## src/rtl/rwc_challenger.sv

```systemverilog
// rwc_challenger: issues LFSR challenges to rwc_ctrl over an address range and streams collision signatures.
// Ports: clk/rst (sync, active-high); start/base_addr/num_cha/seed run request; busy/done/err status;
//        gen_enable/cha_data/cha_addr/available controller handshake; rsp_write/rsp_clean controller
//        responses; rsp_valid/rsp_ready/rsp_addr/rsp_data/rsp_raw upstream result stream.
module rwc_challenger #(
    parameter int          TIMEOUT_CYCLES = 64,
    parameter logic [31:0] LFSR_DEFAULT   = 32'h0000_0001
) (
    input  logic        clk,
    input  logic        rst,
    input  logic        start,
    input  logic [9:0]  base_addr,
    input  logic [10:0] num_cha,
    input  logic [31:0] seed,
    output logic        busy,
    output logic        done,
    output logic        err,
    output logic        gen_enable,
    output logic [31:0] cha_data,
    output logic [9:0]  cha_addr,
    input  logic        available,
    input  logic [31:0] rsp_write,
    input  logic [31:0] rsp_clean,
    output logic        rsp_valid,
    input  logic        rsp_ready,
    output logic [9:0]  rsp_addr,
    output logic [31:0] rsp_data,
    output logic [63:0] rsp_raw
);
    localparam int TW = $clog2(TIMEOUT_CYCLES + 1);

    typedef enum logic [2:0] {IDLE, ISSUE, WAIT_BUSY, WAIT_DONE, OUTPUT, FINISH} state_t;

    state_t        state_q, state_d;
    logic [31:0]   lfsr_q, lfsr_d, wr_q, wr_d, cl_q, cl_d;
    logic [9:0]    addr_q, addr_d;
    logic [10:0]   rem_q, rem_d;
    logic [TW-1:0] tmr_q, tmr_d;
    logic          err_q, err_d, gen_q, gen_d;
    logic          tmo, drive;

    assign tmo = tmr_q == TW'(TIMEOUT_CYCLES - 1);

    always_comb begin
        state_d = state_q;
        lfsr_d  = lfsr_q;
        wr_d    = wr_q;
        cl_d    = cl_q;
        addr_d  = addr_q;
        rem_d   = rem_q;
        tmr_d   = '0;
        err_d   = err_q;
        gen_d   = 1'b0;
        case (state_q)
            IDLE: if (start) begin
                addr_d  = base_addr;
                rem_d   = num_cha;
                lfsr_d  = (seed == 32'd0) ? LFSR_DEFAULT : seed;
                err_d   = 1'b0;
                state_d = (num_cha == 11'd0) ? FINISH : ISSUE;
            end
            ISSUE: if (available) begin
                gen_d   = 1'b1;
                state_d = WAIT_BUSY;
            end
            WAIT_BUSY: begin
                tmr_d = tmr_q + TW'(1);
                if (!available) begin
                    tmr_d   = '0;
                    state_d = WAIT_DONE;
                end else if (tmo) begin
                    err_d   = 1'b1;
                    state_d = FINISH;
                end
            end
            WAIT_DONE: begin
                tmr_d = tmr_q + TW'(1);
                if (available) begin
                    wr_d    = rsp_write;
                    cl_d    = rsp_clean;
                    state_d = OUTPUT;
                end else if (tmo) begin
                    err_d   = 1'b1;
                    state_d = FINISH;
                end
            end
            OUTPUT: if (rsp_ready) begin
                lfsr_d  = {lfsr_q[30:0], lfsr_q[31] ^ lfsr_q[21] ^ lfsr_q[1] ^ lfsr_q[0]};
                addr_d  = addr_q + 10'd1;
                rem_d   = rem_q - 11'd1;
                state_d = (rem_q == 11'd1) ? FINISH : ISSUE;
            end
            FINISH:  state_d = IDLE;
            default: state_d = IDLE;
        endcase
    end

    always_ff @(posedge clk) begin
        if (rst) begin
            state_q <= IDLE;
            lfsr_q  <= LFSR_DEFAULT;
            wr_q    <= '0;
            cl_q    <= '0;
            addr_q  <= '0;
            rem_q   <= '0;
            tmr_q   <= '0;
            err_q   <= 1'b0;
            gen_q   <= 1'b0;
        end else begin
            state_q <= state_d;
            lfsr_q  <= lfsr_d;
            wr_q    <= wr_d;
            cl_q    <= cl_d;
            addr_q  <= addr_d;
            rem_q   <= rem_d;
            tmr_q   <= tmr_d;
            err_q   <= err_d;
            gen_q   <= gen_d;
        end
    end

    // Challenge is held on the bus for the whole ISSUE..WAIT_DONE window (BRAM address path is combinational).
    assign drive      = (state_q == ISSUE) || (state_q == WAIT_BUSY) || (state_q == WAIT_DONE);
    assign busy       = state_q != IDLE;
    assign done       = state_q == FINISH;
    assign err        = err_q;
    assign gen_enable = gen_q;
    assign cha_data   = drive ? lfsr_q : '0;
    assign cha_addr   = drive ? addr_q : '0;
    assign rsp_valid  = state_q == OUTPUT;
    assign rsp_addr   = rsp_valid ? addr_q : '0;
    assign rsp_data   = rsp_valid ? (wr_q ^ cl_q) : '0;
    assign rsp_raw    = rsp_valid ? {wr_q, cl_q} : '0;
endmodule

```

## config.mk

```make
export PLATFORM = sky130hd
export DESIGN_NAME = rwc_challenger
export DESIGN_NICKNAME = d
export VERILOG_FILES = /design/src/rtl/rwc_challenger.sv
export SDC_FILE = /design/constraint.sdc
export NUM_CORES = 1
export LEC_CHECK = 0
export ABC_AREA = 1
export CORE_MARGIN = 4
export CORE_UTILIZATION = 31
export DETAILED_ROUTE_END_ITERATION = 10
export GPL_TIMING_DRIVEN = 0
export PLACE_DENSITY = 0.64
export SLEW_MARGIN = 20
export SYNTH_ARGS = -nofsm -noshare
export SYNTH_HDL_FRONTEND = slang
export SYNTH_SLANG_ARGS = --single-unit
```

## constraint.sdc

```tcl
create_clock -name clk -period 1.3 [get_ports clk]
set_clock_uncertainty 0.1 [all_clocks]
set_input_delay 0.195 -clock clk [delete_from_list [all_inputs] [get_ports clk]]
set_output_delay 0.195 -clock clk [all_outputs]
set_load 0.1 [all_outputs]
```

### Word level (Yosys, flattened, before mapping)

Index checks and enable logic that the tools add are counted.

| cells by class | value |
|---|---|
| equal/unequal tests | 12 |
| add/sub/neg operators | 3 |
| bitwise operators | 5 |
| mux-type cells | 32 |
| reductions and logical operators | 13 |

Operators with widths:

| cell | count |
|---|---|
| $mux W32 | 5 |
| $mux W64 | 1 |
| $pmux W32 S2 | 1 |
| $mux W10 | 4 |
| $logic_not A32 Y1 | 1 |
| $xor A32 B32 Y32 | 1 |
| $mux W3 | 8 |
| $mux W11 | 2 |
| $pmux W11 S2 | 1 |
| $pmux W10 S2 | 1 |
| $pmux W3 S5 | 1 |
| $pmux W7 S2 | 1 |
| $eq A11 B1 Y1 const B | 1 |
| $logic_not A11 Y1 | 1 |
| $sub A11 B1 Y11 const B | 1 |
| $add A10 B1 Y10 const B | 1 |
| $ne A2 B2 Y1 const B | 4 |
| $add A7 B1 Y7 const B | 1 |
| $eq A7 B6 Y1 const B | 1 |
| $mux W7 | 1 |
| $eq A3 B2 Y1 const B | 2 |
| $eq A3 B3 Y1 const B | 2 |
| $reduce_and A3 Y1 | 2 |
| $reduce_bool A3 Y1 | 2 |
| other kinds (12) | 19 |

| storage, ports and cells | value |
|---|---|
| bits of input ports | 122 |
| output and inout bits | 153 |
| flip-flop bits (word level) | 129 |

### Depth between registers and ports, before layout

| depth | value |
|---|---|
| word-level depth | 5 |
| gate-level depth with buffers | 10 |
| depth with buffers taken out | 10 |

### Least setup slack after synthesis

OpenSTA, ideal clock, no wires.

| timing | value |
|---|---|
| path type | reg2out |
| start | register state_q[2] |
| end | output done |
| stages on the path, launching flop included | 4 |
| data arrival time | 2.694 ns |
| required time | 1.005 ns |
| path slack | -1.689 ns |
| path through | dfxtp_1 > inv_2 > buf_2 > nor3_1 |

| between the ends | value |
|---|---|
| cells in the longest elaborated chain, start to end | 1 |

RTL lines:

| what | line | source |
|---|---|---|
| start, declared | 34 | `state_t state_q, state_d;` |
| start signal, assigned | 110 | `state_q <= state_d;` |
| $eq A3 B3 Y1 | 125 | `assign done = state_q == FINISH;` |
| end, declared | 16 | `output logic done,` |

No other way between the ends.

### Worst setup path after layout

| timing | value |
|---|---|
| start | register state_q[1] |
| end | output rsp_raw[11] |

| between the ends | value |
|---|---|
| cells in the longest elaborated chain, start to end | 2 |

RTL lines:

| what | line | source |
|---|---|---|
| $eq A3 B3 Y1 | 130 | `assign rsp_valid = state_q == OUTPUT;` |
| $mux W64 | 133 | `assign rsp_raw = rsp_valid ? {wr_q, cl_q} : '0;` |
| end, declared | 28 | `output logic [63:0] rsp_raw` |

No other way between the ends.

==> results.md <==
* CP required at 1.00 ns
* Vias per inst at 5.270
* Number of distinct library cells after synthesis at 30
* WS Path Type: register to output pin
* Dominant cell type by area after synthesis: dfxtp_1
* Vias in the first global route at 8896
* Reg2reg end: addr_q[7]
* Die ar. at 0.02424 mm²
* Total gr overflow at 0
* DRC at 0
* Max clock buf depth at 2
* R2R setup slack at -0.68 ns
* Dpl hpwl at 21730 µm
* Largest net degree at the start of global routing at 17
* Synth Cell Area at 0.006763 mm²
* Share of layout cells above drive strength 1 at 48.23%
* Seq cells post-synth at 129
* Synth top cells by count: 192 x nand2_1, 189 x nor2_1, 183 x a21oi_1, 129 x dfxtp_1, 129 x inv_1
* Worst slew pin tran at 0.9919 ns
* Crit start category: register
* Gpl congestion at 0.9111
* Power per cell area at 1044 mW/mm²
* FP Rows at 53
* DRT Pass-1 Iters at 7
* Worst r2r src: state_q[1]
* Routed Antenna Nets at 0
* Critical path data arrival time at 1.79 ns
* Worst hold path class: input port to register
* Cells along the critical path: nor2_4, nand2_4, clkbuf_16, buf_6, nor2_2, buf_12
* Max Cap Viol at 0
* Worst-skew pair later-pin latency at 0.42 ns
* Top Family by Delay on Critical Path: buffers and inverters
* Final Cycle Share at 160.1%
* Design Area, Final at 0.01627 mm²
* CTS buffer count at 17
* Initial antenna violation count at 0
* PortBufs at 274
* Status: finished with violations
* CTS tree: built
* Crit. End Element: output pin
* Worst-case reg-to-reg path depth at 13
* Synthesized Nets at 1199
* Clk pin slew, worst setup/hold paths at 0.06 ns
* Starting density of the core at 31.87%
* Clock Sinks at 129
* Final WS setup at -0.7813 ns
* Final Critical Period at 2.081 ns
* Post-synth ARST share at 0%
* Slowest stage delay, CP at 0.37 ns
* Synth warn at 0
* Layout Nets at 1581
* Synth-to-Final Area Change at 140.6%
* Root Buffer: clkbuf_16
* Peak fanout along the critical path at 10
* Leakage at 0.005829 µW
* Drt initial violations at 504
* Fin Setup TNS at -176.10 ns
* Final Hold Vio Count at 0
* Average size of a mapped cell at 6.303 µm²
* Routed WL at 36390 µm
* Ys flop type: dfxtp_1
* Die H at 155.7 µm
* Slew headroom at 33.87%
* WP buf/inv at 3
* Routed via count at 9185
* Total power at 16990 µW
* Failing checks: setup timing
* Final setup fails at 279
* Fmax at 0.4805 GHz
* Peak supply drop at 842.9 µV
* Cells after Synth at 1073
* Core Region at 0.02122 mm²
* Diodes inserted at 0
* Chip Width at 155.7 µm
* Total track usage at 26.09%
* Register area share after synthesis at 38.19%
* First-pass GRT wire length at 49690 µm
* Post-synth EDFFs at 0
* Unrepaired setup endpoints after global routing: true
* Htree depth at 4
* Most frequent cell after synthesis: nand2_1
* Hold EP: lfsr_q[15]
* Hold Crit Start: seed[15]
* Placed inst area at 0.01091 mm²
* Crit-path slowest cell: dfxtp_4
* Synth area leaders: dfxtp_1 38%, a21oi_1 14%, nand2_1 11%, nor2_1 10%, o21ai_0 8.0%
* Synth top area share at 38.19%
* I/O pin cnt at 275
* Wire per inst at 20.88 µm
* Fin. max-slew vios at 0
* Hold depth at 3
## cell type report
cell class,count,area (µm²)
Timing Repair Buffer,366,5698
Multi-Input combinational cell,747,5614
Fill cell,1325,4950
Sequential cell,129,2595
Buffer,61,860.8
Inverter,133,534.3
Clock buffer,21,471.7
Tap cell,275,344.1
Clock inverter,11,152.6
## worst max path at each step
stage | from | slack (ns) | depth (start not counted) | endpoint
after CTS | state_q[1] | -0.78 | 6 | rsp_data[17]
after floorplan | state_q[0] | -1.17 | 5 | rsp_raw[17]
after detailed placement | state_q[0] | -1.42 | 6 | rsp_raw[55]
after global placement | state_q[0] | -1.42 | 6 | rsp_raw[55]
final | state_q[1] | -0.78 | 6 | rsp_raw[11]
after global routing | state_q[1] | -0.85 | 6 | rsp_raw[9]
## worst reg2reg max path, stage by stage, from the launching register on
cell,delay [ns]
dfxtp_4,0.37
buf_6,0.13
inv_6,0.06
nand2_8,0.07
buf_6,0.12
buf_6,0.11
nor2_4,0.15
nand2_4,0.10
nand2_4,0.10
buf_8,0.15
buf_8,0.13
buf_12,0.11
a21oi_1,0.04
a31oi_1,0.18
## kinds of logic after synthesis
| kind of cell | count (synthesis) | synth area share (%) |
|---|---|---|
| XOR/XNOR | 3 | 0.3886 |
| AND/OR/NAND/NOR | 421 | 24.40 |
| adder cells (fa/ha/maj) | 4 | 0.7401 |
| buffers and inverters | 198 | 12.19 |
| AO/OA/AOI/OAI | 318 | 24.09 |
| flip-flops | 129 | 38.19 |
## metrics by stage
stage                     hold WS [ns]  utilization [%]  std cells  worst slack, ns
final                           0.2611            76.67       1743          -0.7813
after global routing            0.2808            76.67       1743          -0.8477
after CTS                       0.2561            70.40       1719          -0.7826
after detailed placement        0.3402            51.42       1622           -1.419
after global placement          0.3300            51.42       1622           -1.418
after floorplan                 0.1680                -       1073           -1.172
## registers in the layout (all words and copies together) (netlist names)
register    count
gen_enable      1
state_q         3
wr_q           32
rem_q          11
lfsr_q         32
addr_q         10
err             1
tmr_q           7
cl_q           32
## cell usage in the layout (no fill, tap or decap), drive strengths merged
master	count
bufinv	3
nand2	194
xnor2	3
a31oi	5
dfxtp	129
a211oi	2
a21oi	184
buf	269
nand3	24
clkbuf	58
inv	132
nor3b	2
nor3	2
o21ai	120
nand4	5
a22oi	2
or2	2
clkinvlp	3
clkdlybuf4s50	121
nor2	191
nand2b	2
o211ai	2
ha	4
clkinv	6
o22ai	3
## timing repair
item                                     CTS  global route
buffers inserted                          43            33
pin swaps                                 27            86
gates cloned                              23             9
endpoints found under the setup margin   281           281
gates resized for setup                 1626           366
hold buffers                               0             0
hold endpoints to repair                   0             0
## metal layers
metal	GRT usage (%)	vias to the layer above	part of all wire (%)
li1	-	4217	-
met1	30.64	4396	37
met2	45.22	456	51
met3	6.491	116	7.7
met4	11.21	0	4.8
met5	0	-	0
## power by group
part           internal (µW)  leakage, µW  switching (µW)
logic                   3090      0.00448            4060
clock network           3200     0.000295            1950
registers               4320      0.00106             385
(Power assumes the default switching activity.)
==> RTL edit, RTL diff (same settings) <==
Reset style: asynchronous (`rst`), changed in one clocked block.
--- a/src/rtl/rwc_challenger.sv
+++ b/src/rtl/rwc_challenger.sv
@@ -95,7 +95,7 @@
         endcase
     end
 
-    always_ff @(posedge clk) begin
+    always_ff @(posedge clk or posedge rst) begin
         if (rst) begin
             state_q <= IDLE;
             lfsr_q  <= LFSR_DEFAULT;
Behaviour: differs if rst is asserted again (counterexample within 4 cycles, from zero or initial values and one cycle with rst high); with rst held inactive, the same outputs for 4 cycles.
==> RTL edit against the original RTL <==
- the flow still finishes with violations (negative setup slack)
- hold slack worse by 0.16 ns
- setup slack worse by 0.14 ns
- critical path depth is 1 higher
- sequential cell count stayed put
- synthesized area is 7.7% higher
- non-clock buffer count is 12 lower
- design area is 0.85% lower
- routed wire length is 4.5% lower
- critical path type unchanged
- critical endpoint is now rsp_raw[31]
- largest cell class unchanged
Power is not compared: it rests on default switching activity, and its combinational part moved more than twofold at a synthesized area within 25%.
==> RTL edit: results (changes against the original RTL) <==
Violated checks: negative setup slack (unchanged). The routed metal-1 wire length came out at 13000 microns (was 13400 microns). The largest fanout of any net on the critical path was 11 (was 10); the net count after synthesis was 1191 (was 1199).

List of most frequent post-synthesis cells: 268 x nor2_1, 228 x nand2_1, 136 x inv_1 (was 192 x nand2_1, 189 x nor2_1, 183 x a21oi_1). The logs give 1574 (was 1581) for the number of nets in the final layout and 1776 (was 1743) for the number of standard cells in the final layout excluding fillers. The worst reg-to-reg path cell count was 12 (was 13). Endpoint of the worst-slack reg-to-reg timing path: lfsr_q[15]$_DFFE_PP0P_ (was addr_q[7]$_SDFFE_PP0P_).

The share of layout cells above drive strength 1 was 38.1% (was 48.2%). Width of the die: 161 microns (was 156 microns). The clock distribution area overhead in the final layout is 3.74% (was 3.84%), and the number of non-clock inverters is 139 (was 133). The length of routed met2 wiring is 18100 microns (was 18500 microns), and the post-detailed-placement half-perimeter wirelength is 22400 microns (was 21700 microns). The multi-input combinational area share came out at 30.0% (was 34.5%). Number of cells in the design after placement: 1656 (was 1622).

The total global-route track usage was 23.9% (was 26.1%); the post-synthesis average cell area was 6.84 sq um (was 6.30 sq um). The first-pass GRT wire length was 49200 microns (was 49700 microns). Top cells by area in the synthesized netlist: dfrtp_1 44%, nor2_1 14%, nand2_1 12% (was dfxtp_1 38%, a21oi_1 14%, nand2_1 11%).

The number of setup violations in the final report is 279 (unchanged), and the placement-stage cell area is 12000 sq um (was 10900 sq um). The final RePlAce weighted congestion is 0.861 (was 0.911), and the length of routed met3 wiring is 2910 microns (was 2820 microns). The post-placement worst setup slack was -1.63 ns (was -1.42 ns). The number of diodes is 2 (was 0), and the met1 routing resource usage after global routing is 27.7% (was 30.6%). Number of antenna violations at the first check in global routing: 3 (was 0). The uppermost layer routed was met5 (was met4).

For the final design utilization, the log shows 70.6% (was 76.7%). Setup slack of the most critical reg-to-reg path: -0.78 ns (was -0.68 ns). The tools report the critical register-to-register path startpoint as state_q[1]$_DFFE_PP0P_ (was state_q[1]$_SDFFE_PP0P_). The tools report the met2 demand-to-capacity share in global routing as 42.7% (was 45.2%).

The flow ran to the end, but the final reports show violations. The run gives 33 (was 17) as the maximum number of pins on one net before global-route repair. The critical path arrival is 1.93 ns (was 1.79 ns), and the slack of the critical path is -0.923 ns (was -0.781 ns).

The iteration count of the initial detailed-routing pass is 5 (was 7). For the setup TNS, the log shows -205.24 ns (was -176.10 ns). The run gives 44.4% (was 38.2%) as the share of the yosys chip area belonging to registers.

For the number of combinational gates with multiple inputs, the log shows 746 (was 747). The via density per instance came out at 4.92 (was 5.27).
-- RTL edit: changes by cell type after synthesis, sizes merged, moves of 22 or more --
cell	delta
o21ai	-35
dfxtp	-129
dfrtp	+128
a21oi	-74
nand2	+36
clkbuf	-22
nor2	+80
-- RTL edit: worst max-delay path by stage --
stage                                      start                    end  slack, ns  cells after the start
after global routing      state_q[1]$_DFFE_PP0P_            rsp_raw[31]      -0.97                      7
final                     state_q[1]$_DFFE_PP0P_            rsp_raw[31]      -0.92                      7
after global placement                       rst  lfsr_q[8]$_DFFE_PP0P_      -1.95                      2
after floorplan           state_q[1]$_DFFE_PP0P_           rsp_data[29]      -0.67                      6
after detailed placement  state_q[1]$_DFFE_PP0P_           rsp_data[22]      -1.63                      7
after CTS                 state_q[1]$_DFFE_PP0P_           rsp_data[25]      -0.92                      7
-- RTL edit: kinds of logic after synthesis --
family	count (synthesis)	synth area share, %
AO/OA/AOI/OAI	205	14.6
XOR/XNOR	2	0.241
adder cells (fa/ha/maj)	4	0.687
buffers and inverters	191	11.4
flip-flops	129	44.4
AND/OR/NAND/NOR	534	28.7
-- RTL edit: where the power goes --
| part | switching, W | total (W) | internal, W |
|---|---|---|---|
| logic | 0.0152 | 0.0242 | 0.00904 |
| clock network | 0.00202 | 0.00498 | 0.00296 |
| registers | 0.00102 | 0.00685 | 0.00583 |
| total | 0.0182 | 0.0361 | 0.0178 |
-- RTL edit: timing repair --
item                                    in CTS  in global routing
gates cloned                                 7                 20
setup buffers                               37                 24
pin swaps                                   23                 36
endpoints found under the setup margin     303                303
gates resized for setup                   1496                105
-- RTL edit: stage by stage --
stage                     hold slack (ns)  power [W]
after floorplan                     0.250     0.0207
after global placement              0.353     0.0244
after detailed placement            0.360     0.0246
after CTS                           0.106     0.0334
after global routing                0.156     0.0377
final                               0.101     0.0361
